## src/rtl/mvu_result_reader.sv

```systemverilog
// mvu_result_reader: block-read master for the MVU data-bank rdc_* port.
// Define MVU_RDR_STALLCNT_EN to enable the grant-stall counter on stall_cnt.
module mvu_result_reader #(
  parameter int NMVU       = 8,
  parameter int BMVUA      = $clog2(NMVU),
  parameter int BDBANKA    = 15,
  parameter int BDBANKW    = 64,
  parameter int BLENGTH    = 15,
  parameter int RDLAT      = 2,
  parameter int FIFO_DEPTH = 4
) (
  input  logic                      clk,
  input  logic                      rst,
  input  logic                      cmd_valid,
  output logic                      cmd_ready,
  input  logic [BMVUA-1:0]          cmd_mvu,
  input  logic [BDBANKA-1:0]        cmd_addr,
  input  logic [BLENGTH-1:0]        cmd_len,
  input  logic [BDBANKA-1:0]        cmd_stride,
  output logic [NMVU-1:0]           rdc_en,
  input  logic [NMVU-1:0]           rdc_grnt,
  output logic [NMVU*BDBANKA-1:0]   rdc_addr,
  input  logic [NMVU*BDBANKW-1:0]   rdc_word,
  output logic                      out_valid,
  input  logic                      out_ready,
  output logic [BDBANKW-1:0]        out_word,
  output logic                      out_last,
  output logic                      busy,
  output logic                      done,
  output logic [31:0]               stall_cnt
);

  localparam int FA = (FIFO_DEPTH > 1) ? $clog2(FIFO_DEPTH) : 1;

  typedef enum logic [1:0] {IDLE, ISSUE, DRAIN} state_t;

  state_t               state_q, state_d;
  logic [BMVUA-1:0]     sel_q, sel_d;
  logic [BDBANKA-1:0]   addr_q, addr_d;
  logic [BDBANKA-1:0]   stride_q, stride_d;
  logic [BLENGTH-1:0]   req_q, req_d;
  logic [BLENGTH-1:0]   ret_q, ret_d;
  logic [RDLAT-1:0]     vld_q, vld_d;
  logic                 done_q, done_d;
  logic [FA-1:0]        wp_q, wp_d, rp_q, rp_d;
  logic [FA:0]          cnt_q, cnt_d;
  logic [BDBANKW:0]     mem_q [FIFO_DEPTH];

  logic                 accept, mvu_bad, credit_ok;
  logic                 en_sel, grnt_sel, gnt;
  logic                 push, pop, last_push;
  logic [BDBANKW-1:0]   word_sel;
  int                   inflight;

  always_comb begin
    inflight = 0;
    for (int i = 0; i < RDLAT; i++) begin
      inflight += int'(vld_q[i]);
    end
  end

  // Credits cover both queued words and reads still in the return pipe.
  assign credit_ok = (int'(cnt_q) + inflight) < FIFO_DEPTH;
  assign en_sel    = (state_q == ISSUE) && credit_ok;
  assign gnt       = en_sel && grnt_sel;
  assign push      = vld_q[RDLAT-1];
  assign pop       = out_valid && out_ready;
  assign last_push = push && (ret_q == BLENGTH'(1));
  assign cmd_ready = (state_q == IDLE) && !rst;
  assign accept    = cmd_valid && cmd_ready;
  assign mvu_bad   = int'(cmd_mvu) >= NMVU;

  always_comb begin
    rdc_en   = '0;
    rdc_addr = '0;
    grnt_sel = 1'b0;
    word_sel = '0;
    for (int i = 0; i < NMVU; i++) begin
      if (int'(sel_q) == i) begin
        rdc_en[i] = en_sel;
        rdc_addr[i*BDBANKA +: BDBANKA] = en_sel ? addr_q : '0;
        grnt_sel = rdc_grnt[i];
        word_sel = rdc_word[i*BDBANKW +: BDBANKW];
      end
    end
  end

  always_comb begin
    state_d  = state_q;
    sel_d    = sel_q;
    addr_d   = addr_q;
    stride_d = stride_q;
    req_d    = req_q;
    ret_d    = ret_q;
    done_d   = 1'b0;
    vld_d    = RDLAT'({vld_q, gnt});
    unique case (state_q)
      IDLE: begin
        if (accept) begin
          if (cmd_len == '0 || mvu_bad) begin
            done_d = 1'b1;
          end else begin
            state_d  = ISSUE;
            sel_d    = cmd_mvu;
            addr_d   = cmd_addr;
            stride_d = cmd_stride;
            req_d    = cmd_len;
            ret_d    = cmd_len;
          end
        end
      end
      ISSUE: begin
        if (gnt) begin
          addr_d = addr_q + stride_q;
          req_d  = req_q - BLENGTH'(1);
          if (req_q == BLENGTH'(1)) state_d = DRAIN;
        end
      end
      DRAIN: ;
      default: state_d = IDLE;
    endcase
    if (push) begin
      ret_d = ret_q - BLENGTH'(1);
      if (last_push) begin
        state_d = IDLE;
        done_d  = 1'b1;
      end
    end
  end

  always_comb begin
    wp_d  = wp_q + FA'(push);
    rp_d  = rp_q + FA'(pop);
    cnt_d = cnt_q + (FA+1)'(push) - (FA+1)'(pop);
  end

  always_ff @(posedge clk or posedge rst) begin
    if (rst) begin
      state_q  <= IDLE;
      sel_q    <= '0;
      addr_q   <= '0;
      stride_q <= '0;
      req_q    <= '0;
      ret_q    <= '0;
      vld_q    <= '0;
      done_q   <= 1'b0;
      wp_q     <= '0;
      rp_q     <= '0;
      cnt_q    <= '0;
    end else begin
      state_q  <= state_d;
      sel_q    <= sel_d;
      addr_q   <= addr_d;
      stride_q <= stride_d;
      req_q    <= req_d;
      ret_q    <= ret_d;
      vld_q    <= vld_d;
      done_q   <= done_d;
      wp_q     <= wp_d;
      rp_q     <= rp_d;
      cnt_q    <= cnt_d;
    end
  end

  always_ff @(posedge clk) begin
    if (push) mem_q[wp_q] <= {last_push, word_sel};
  end

  assign out_valid = cnt_q != '0;
  assign {out_last, out_word} = out_valid ? mem_q[rp_q] : '0;
  assign busy = state_q != IDLE;
  assign done = done_q;

`ifdef MVU_RDR_STALLCNT_EN
  logic [31:0] stall_q, stall_d;

  always_comb begin
    stall_d = stall_q;
    if (accept) begin
      stall_d = '0;
    end else if (en_sel && !grnt_sel && stall_q != '1) begin
      stall_d = stall_q + 32'd1;
    end
  end

  always_ff @(posedge clk or posedge rst) begin
    if (rst) stall_q <= '0;
    else     stall_q <= stall_d;
  end

  assign stall_cnt = stall_q;
`else
  assign stall_cnt = '0;
`endif

endmodule

```

## config.mk

```make
export PLATFORM = sky130hd
export DESIGN_NAME = mvu_result_reader
export DESIGN_NICKNAME = d
export VERILOG_FILES = /design/src/rtl/mvu_result_reader.sv
export SDC_FILE = /design/constraint.sdc
export NUM_CORES = 1
export LEC_CHECK = 0
export ABC_CLOCK_PERIOD_IN_PS = 6150
export CORE_AREA = 2 2 310 312
export DETAILED_ROUTE_END_ITERATION = 12
export DIE_AREA = 0 0 312 314
export PLACE_DENSITY = 0.55
export SYNTH_ARGS = -nofsm -noshare
export SYNTH_HDL_FRONTEND = slang
export SYNTH_SLANG_ARGS = --single-unit
```

## constraint.sdc

```tcl
create_clock -name clk -period 6.15 [get_ports clk]
set_clock_uncertainty 0.1 [all_clocks]
set_input_delay 0.9225 -clock clk [delete_from_list [all_inputs] [get_ports clk]]
set_output_delay 0.9225 -clock clk [all_outputs]
set_load 0.02 [all_outputs]
```

## Yosys cells after proc, flatten, opt, wreduce, memory -nomap -nowiden

Memory sizes are Yosys's and may differ from the RTL's.
Index checks and enable logic that the tools add are counted.

| cells by class | value |
|---|---|
| mux-type cells | 58 |
| shifts and indexed selects | 0 |
| equality and inequality tests | 15 |
| divide/modulo/power cells | 0 |
| reductions and logical operators | 18 |
| add/subtract/negate cells | 9 |
| multipliers | 0 |
| order comparisons | 1 |
| bitwise logic cells | 1 |

Operators by type and width:

| operator | count |
|---|---|
| $mux W64 | 8 |
| $mux W15 | 17 |
| $mux W65 | 1 |
| $pmux W15 S2 | 2 |
| $eq A15 B1 Y1 const B | 2 |
| $sub A15 B1 Y15 const B | 2 |
| $mux W1 | 23 |
| $add A15 B15 Y15 | 1 |
| $logic_not A15 Y1 | 1 |
| $eq A3 B3 Y1 const B | 4 |
| $mux W2 | 6 |
| $ne A2 B2 Y1 const B | 4 |
| $reduce_bool A2 Y1 | 4 |
| $eq A3 B2 Y1 const B | 2 |
| $logic_and A1 B1 Y1 | 6 |
| $pmux W2 S3 | 1 |
| $reduce_and A3 Y1 | 2 |
| $add A2 B1 Y2 | 2 |
| $add A3 B2 Y4 | 1 |
| $lt A4 B3 Y1 const B | 1 |
| $reduce_and A4 Y1 | 1 |
| $add A3 B1 Y3 | 1 |
| $eq A3 B1 Y1 const B | 1 |
| $logic_not A3 Y1 | 1 |
| other kinds (8) | 8 |

| word-level totals | value |
|---|---|
| bits of input ports | 572 |
| memories kept | 1 |
| latch bits | 0 |
| register bits | 75 |
| memory bits (writable) | 260 |
| ROM bits | 0 |
| logic and storage cells | 114 |

Memories:

| name | words | width | rd ports | clocked after memory_dff | write ports | line | text |
|---|---|---|---|---|---|---|---|
| mem_q | 4 | 65 | 1 | 0 | 1 | 47 | `logic [BDBANKW:0] mem_q [FIFO_DEPTH];` |

## Depth between registers and ports, before layout

| depth | value |
|---|---|
| depth in word-level cells | 14 |
| depth in mapped cells | 9 |

## Worst setup path after synthesis

OpenSTA, ideal clock, no wires.

| timing | value |
|---|---|
| path type | flip-flop to flip-flop |
| start | reg vld_q[1] |
| end | mem mem_q[0][0] (netlist name), enable pin |
| cell stages (with the launch flop) | 4 |
| path buffers | 2 |
| library setup time | 581 ps |
| slack | -121 ps |
| arrival time | 5,590 ps |
| path through | dfrtp_1 -> buf_2 -> clkbuf_1 -> nor3b_1 |

| on the way | value |
|---|---|
| cells in the longest elaborated chain, start to end | 2 |

Ends and longest elaborated chain:

| element | line | text |
|---|---|---|
| start: declaration | 43 | `logic [RDLAT-1:0] vld_q, vld_d;` |
| start signal: assignment | 157 | `vld_q <= vld_d;` |
| $mux W1 | 166 | `if (push) mem_q[wp_q] <= {last_push, word_sel};` |
| $mux W1 (implied by the code) | 166 |  |
| end: declaration | 47 |  |

Every way passes these cells.

## Worst setup path after layout

| timing | value |
|---|---|
| start | reg cnt_q[0] |
| end | out rdc_addr[3] |

| on the way | value |
|---|---|
| cells in the longest elaborated chain, start to end | 5 |

Ends and longest elaborated chain:

| element | line | text |
|---|---|---|
| start: declaration | 46 | `logic [FA:0] cnt_q, cnt_d;` |
| start signal: assignment | 161 | `cnt_q <= cnt_d;` |
| $add A3 B2 Y4 | 63 | `assign credit_ok = (int'(cnt_q) + inflight) < FIFO_DEPTH;` |
| $lt A4 B3 Y1 | 63 |  |
| $logic_and A1 B1 Y1 | 64 | `assign en_sel = (state_q == ISSUE) && credit_ok;` |
| $mux W15 | 81 | `rdc_addr[i*BDBANKA +: BDBANKA] = en_sel ? addr_q : '0;` |
| $mux W15 | 79 | `if (int'(sel_q) == i) begin` |
| end: declaration | 22 | `output logic [NMVU*BDBANKA-1:0] rdc_addr,` |

Every way passes these cells.

==> flow_summary_export.csv <==
group,metric,value,unit
routing,routed_wl,104000,um
timing,period_share,80.9,%
timing,tns,0,ns
synthesis,synth_top_area_share,39.8,%
clock_network,clk_latency,0.57,ns
pwr,peakVddDrop,0.000257,V
place,placed_cell_area,28600,um2
setup_path,cp.required,5.13,ns
routing,vias_per_cell,4.65,
timing,hold_viol,0,
clock_network,htree_levels,2,
timing,rsz0062_at_grt,"no",
synthesis,ys_seq_elements,335,
timing,fmax,201,MHz
setup_path,slowest_stage,"nor4_4",
synthesis,yosys_most_used_dff,"edfxtp_1",
global_routing,antenna_found_initial,68,
setup_path,path_class,"reg2out",
routing,drtAntennaViolNets,0,
synthesis,synthTopCellsByArea,"edfxtp_1, dfrtp_1, mux4_2",
setup_path,cp_max_fo,16,
pwr,power.internal,8230,uW
timing,fin_crit,4.98,ns
routing,dr.pass1.iters,5,
routing,vias,17866,
synthesis,ys_async_sr_fraction,22.4,%
routing,dr.first_iter.drc_count,1468,
clock_network,post-cts-setup-buffer-count,0,
finish,syn_to_final_growth,52.5,%
setup_path,cp.arrival,3.95,ns
synthesis,synth_edf_count,260,
timing,finalSetupViolCount,0,
synthesis,netlist-cell-type-count,74,
floorplan,initial_core_util,20.8,%
clock_network,cts-resized-gates,0,
synthesis,synthesis.instances,1807,
pwr,p_per_area,493,nW/um2
finish,fill_cells,9801,
synthesis,seq_area_frac_synth,49.3,%
pwr,p_leak,0.0107,uW
pwr,power_frac_seq,28.5,%
finish,drive_gt1_share,8.89,%
clock_network,ctsLongestPathBuffers,3,
finish,fin_nets,3119,
hold_path,hp-class,"reg2reg",
floorplan,core-area,94400,um2
synthesis,syn_area,19600,um2
floorplan,die_x,312,um
clock_network,tritoncts,"yes",
setup_path,max_stage_delay,1.03,ns
timing,maxSlewViolCount,0,
timing,worst_pin_slew,1.25,ns
pwr,clockPowerShare,16.1,%
global_routing,grt_start_max_net_pins,68,
clock_network,cts.sinks,335,
pwr,p_comb_share,55.4,%
clock_network,cts_root_buf,"clkbuf_16",
pwr,power.switching,6530,uW
synthesis,synth_area_per_cell,10.9,um2
global_routing,grt_usage,20.5,%
place,dp_hpwl,82600,um
routing,wl_per_cell,27.1,um
clock_network,ctsHoldBuffers,0,
routing,drc,0,
setup_path,critPathTopFamily,"simple AND/OR/NAND/NOR gates",
finish,regArea,9700,um2
timing,slew-limit-headroom,15.9,%
flow_run,cap_violations,0,
pwr,p_sw_share,44.2,%
place,portBuffers,768,
setup_path,start_kind,"flop",
floorplan,die_h,314,um
setup_path,cp.buffers_inverters,1,
floorplan,io_pins,801,
place,place.gp.congestion,0.897,
setup_path,critPathCaptureType,"primary output",
synthesis,ys_warn_count,0,
global_routing,grt_pass1_vias,17655,
clock_network,cts_buffers,40,
global_routing,grt-ovfl-total,0,
synthesis,synth.largest_area_cell,"edfxtp_1",
finish,multiInputGateArea,9250,um2
floorplan,fp-row-count,113,
setup_path,worstPathCellList,"ha_1 > a21oi_2 > mux2i_1 > o21ai_1 > nor4_4 > and2_1 > clkdlybuf4s50_1",
status,status,"completed",
global_routing,grt_first_pass_wirelength,141000,um
clock_network,clk_pin_slew,0.06,ns
finish,final_cell_area,29900,um2
floorplan,dieArea,98000,um2
[layout make-up]
type	count	area share [%]
antenna	25	0.209
tap	1265	5.29
multi-input combinational	1319	30.9
inverter	18	0.226
clock inverter	25	0.815
sequential	335	32.4
clock buffer	48	3.51
timing repair buffer	807	26.6
[per-stage QoR]
step                util (%)  instances  hold WS [ns]  total power (uW)  setup slack [ns]
floorplan                  -       1838         0.260              8820              1.98
global placement        30.3       3744         0.271             12500              1.84
detailed placement      30.3       3744         0.278             12500              1.76
CTS                     31.6       3817         0.293             14900              1.14
global route            31.7       3826         0.311             15600             0.913
finish                  31.7       3842         0.293             14800              1.17
[kinds of logic (layout without fill, tap and decap cells)]
family | after synthesis | count (layout) | share of synthesized area [%]
AND/OR/NAND/NOR | 690 | 690 | 16.9
XOR/XNOR | 20 | 20 | 0.892
buffers and inverters | 184 | 898 | 4.63
multiplexers | 162 | 162 | 13.4
adder cells (fa/ha/maj) | 26 | 26 | 1.73
other | 1 | 57 | 0.0191
flip-flops | 335 | 335 | 49.3
AO/OA/AOI/OAI | 389 | 389 | 13.2
[layer usage]
| metal | GRT usage (%) | part of all wire [%] | vias up |
|---|---|---|---|
| met4 | 6.52 | 2.8 | 38 |
| met2 | 33.4 | 47 | 843 |
| met5 | 0 | 0.25 | - |
| li1 | - | - | 8076 |
| met3 | 7.49 | 9.4 | 164 |
| met1 | 25.1 | 40 | 8745 |
[final timing paths]
kind	start	end	slack, ns	depth (start not counted)
max	cnt_q[0]	rdc_addr[3]	1.17	7
min	vld_q[0]	vld_q[1]	0.29	0
max reg2reg	sel_q[1]	mem_q[1][18]	2.28	8
min reg2reg	vld_q[0]	vld_q[1]	0.29	0
max in group asynchronous	rst	stride_q[9]	4.06	3
min in group asynchronous	rst	state_q[0]	0.76	2
[Yosys cell counts, types with 11 or more instances]
| cell type | instances |
|---|---|
| nand2_1 | 268 |
| edfxtp_1 | 260 |
| and2_1 | 162 |
| nor2_1 | 148 |
| a21oi_1 | 99 |
| o21ai_0 | 98 |
| clkbuf_1 | 79 |
| mux4_2 | 79 |
| dfrtp_1 | 75 |
| mux2i_1 | 72 |
| o221ai_1 | 49 |
| buf_2 | 39 |
| a22o_1 | 38 |
| buf_4 | 37 |
| and3_1 | 30 |
| ha_1 | 24 |
| nor3_1 | 24 |
| o21a_1 | 22 |
| inv_1 | 17 |
| a211oi_1 | 16 |
| a31oi_1 | 14 |
| xnor2_1 | 13 |
| mux2_2 | 11 |
[placed cells by master (no fill, tap or decap), drive strengths merged, types with 18 or more instances in the layout]
cell and count:
and2 162, and3 30, conb 32, o221ai 49, edfxtp 260, a22o 38, a21oi 101, buf 39
clkdlybuf4s50 768, nand2 268, nor3 29, mux2i 72, mux4 79, clkbuf 48, clkinv 18, ha 24
o21ai 100, diode 25, dfrtp 75, nor2 148, o21a 22, inv 20
[flip-flops by register name (all words and copies together) (netlist names)]
register	flops
vld_q	2
cnt_q	3
done	1
mem_q	260
addr_q	15
ret_q	15
rp_q	2
stride_q	15
wp_q	2
state_q	2
sel_q	3
req_q	15
[worst register-to-register path: stages (launching register included)]
cell and delay [ns]:
dfrtp_4 0.80, buf_4 0.69, buf_4 0.74, mux2i_1 0.21
nor2_1 0.13, a21oi_1 0.05, o221ai_1 0.56, o21ai_0 0.19
nand2_1 0.20
[power by group through the flow]
| stage | Sequential (uW) | Combinational, uW | Clock (uW) |
|---|---|---|---|
| global route | 4310 | 8800 | 2510 |
| finish | 4210 | 8180 | 2380 |
| global placement | 4260 | 8200 | 0 |
| CTS | 4240 | 8270 | 2430 |
| floorplan | 3800 | 5020 | 0 |
| detailed placement | 4280 | 8240 | 0 |
Note: power is estimated with default switching activity, not from simulation.
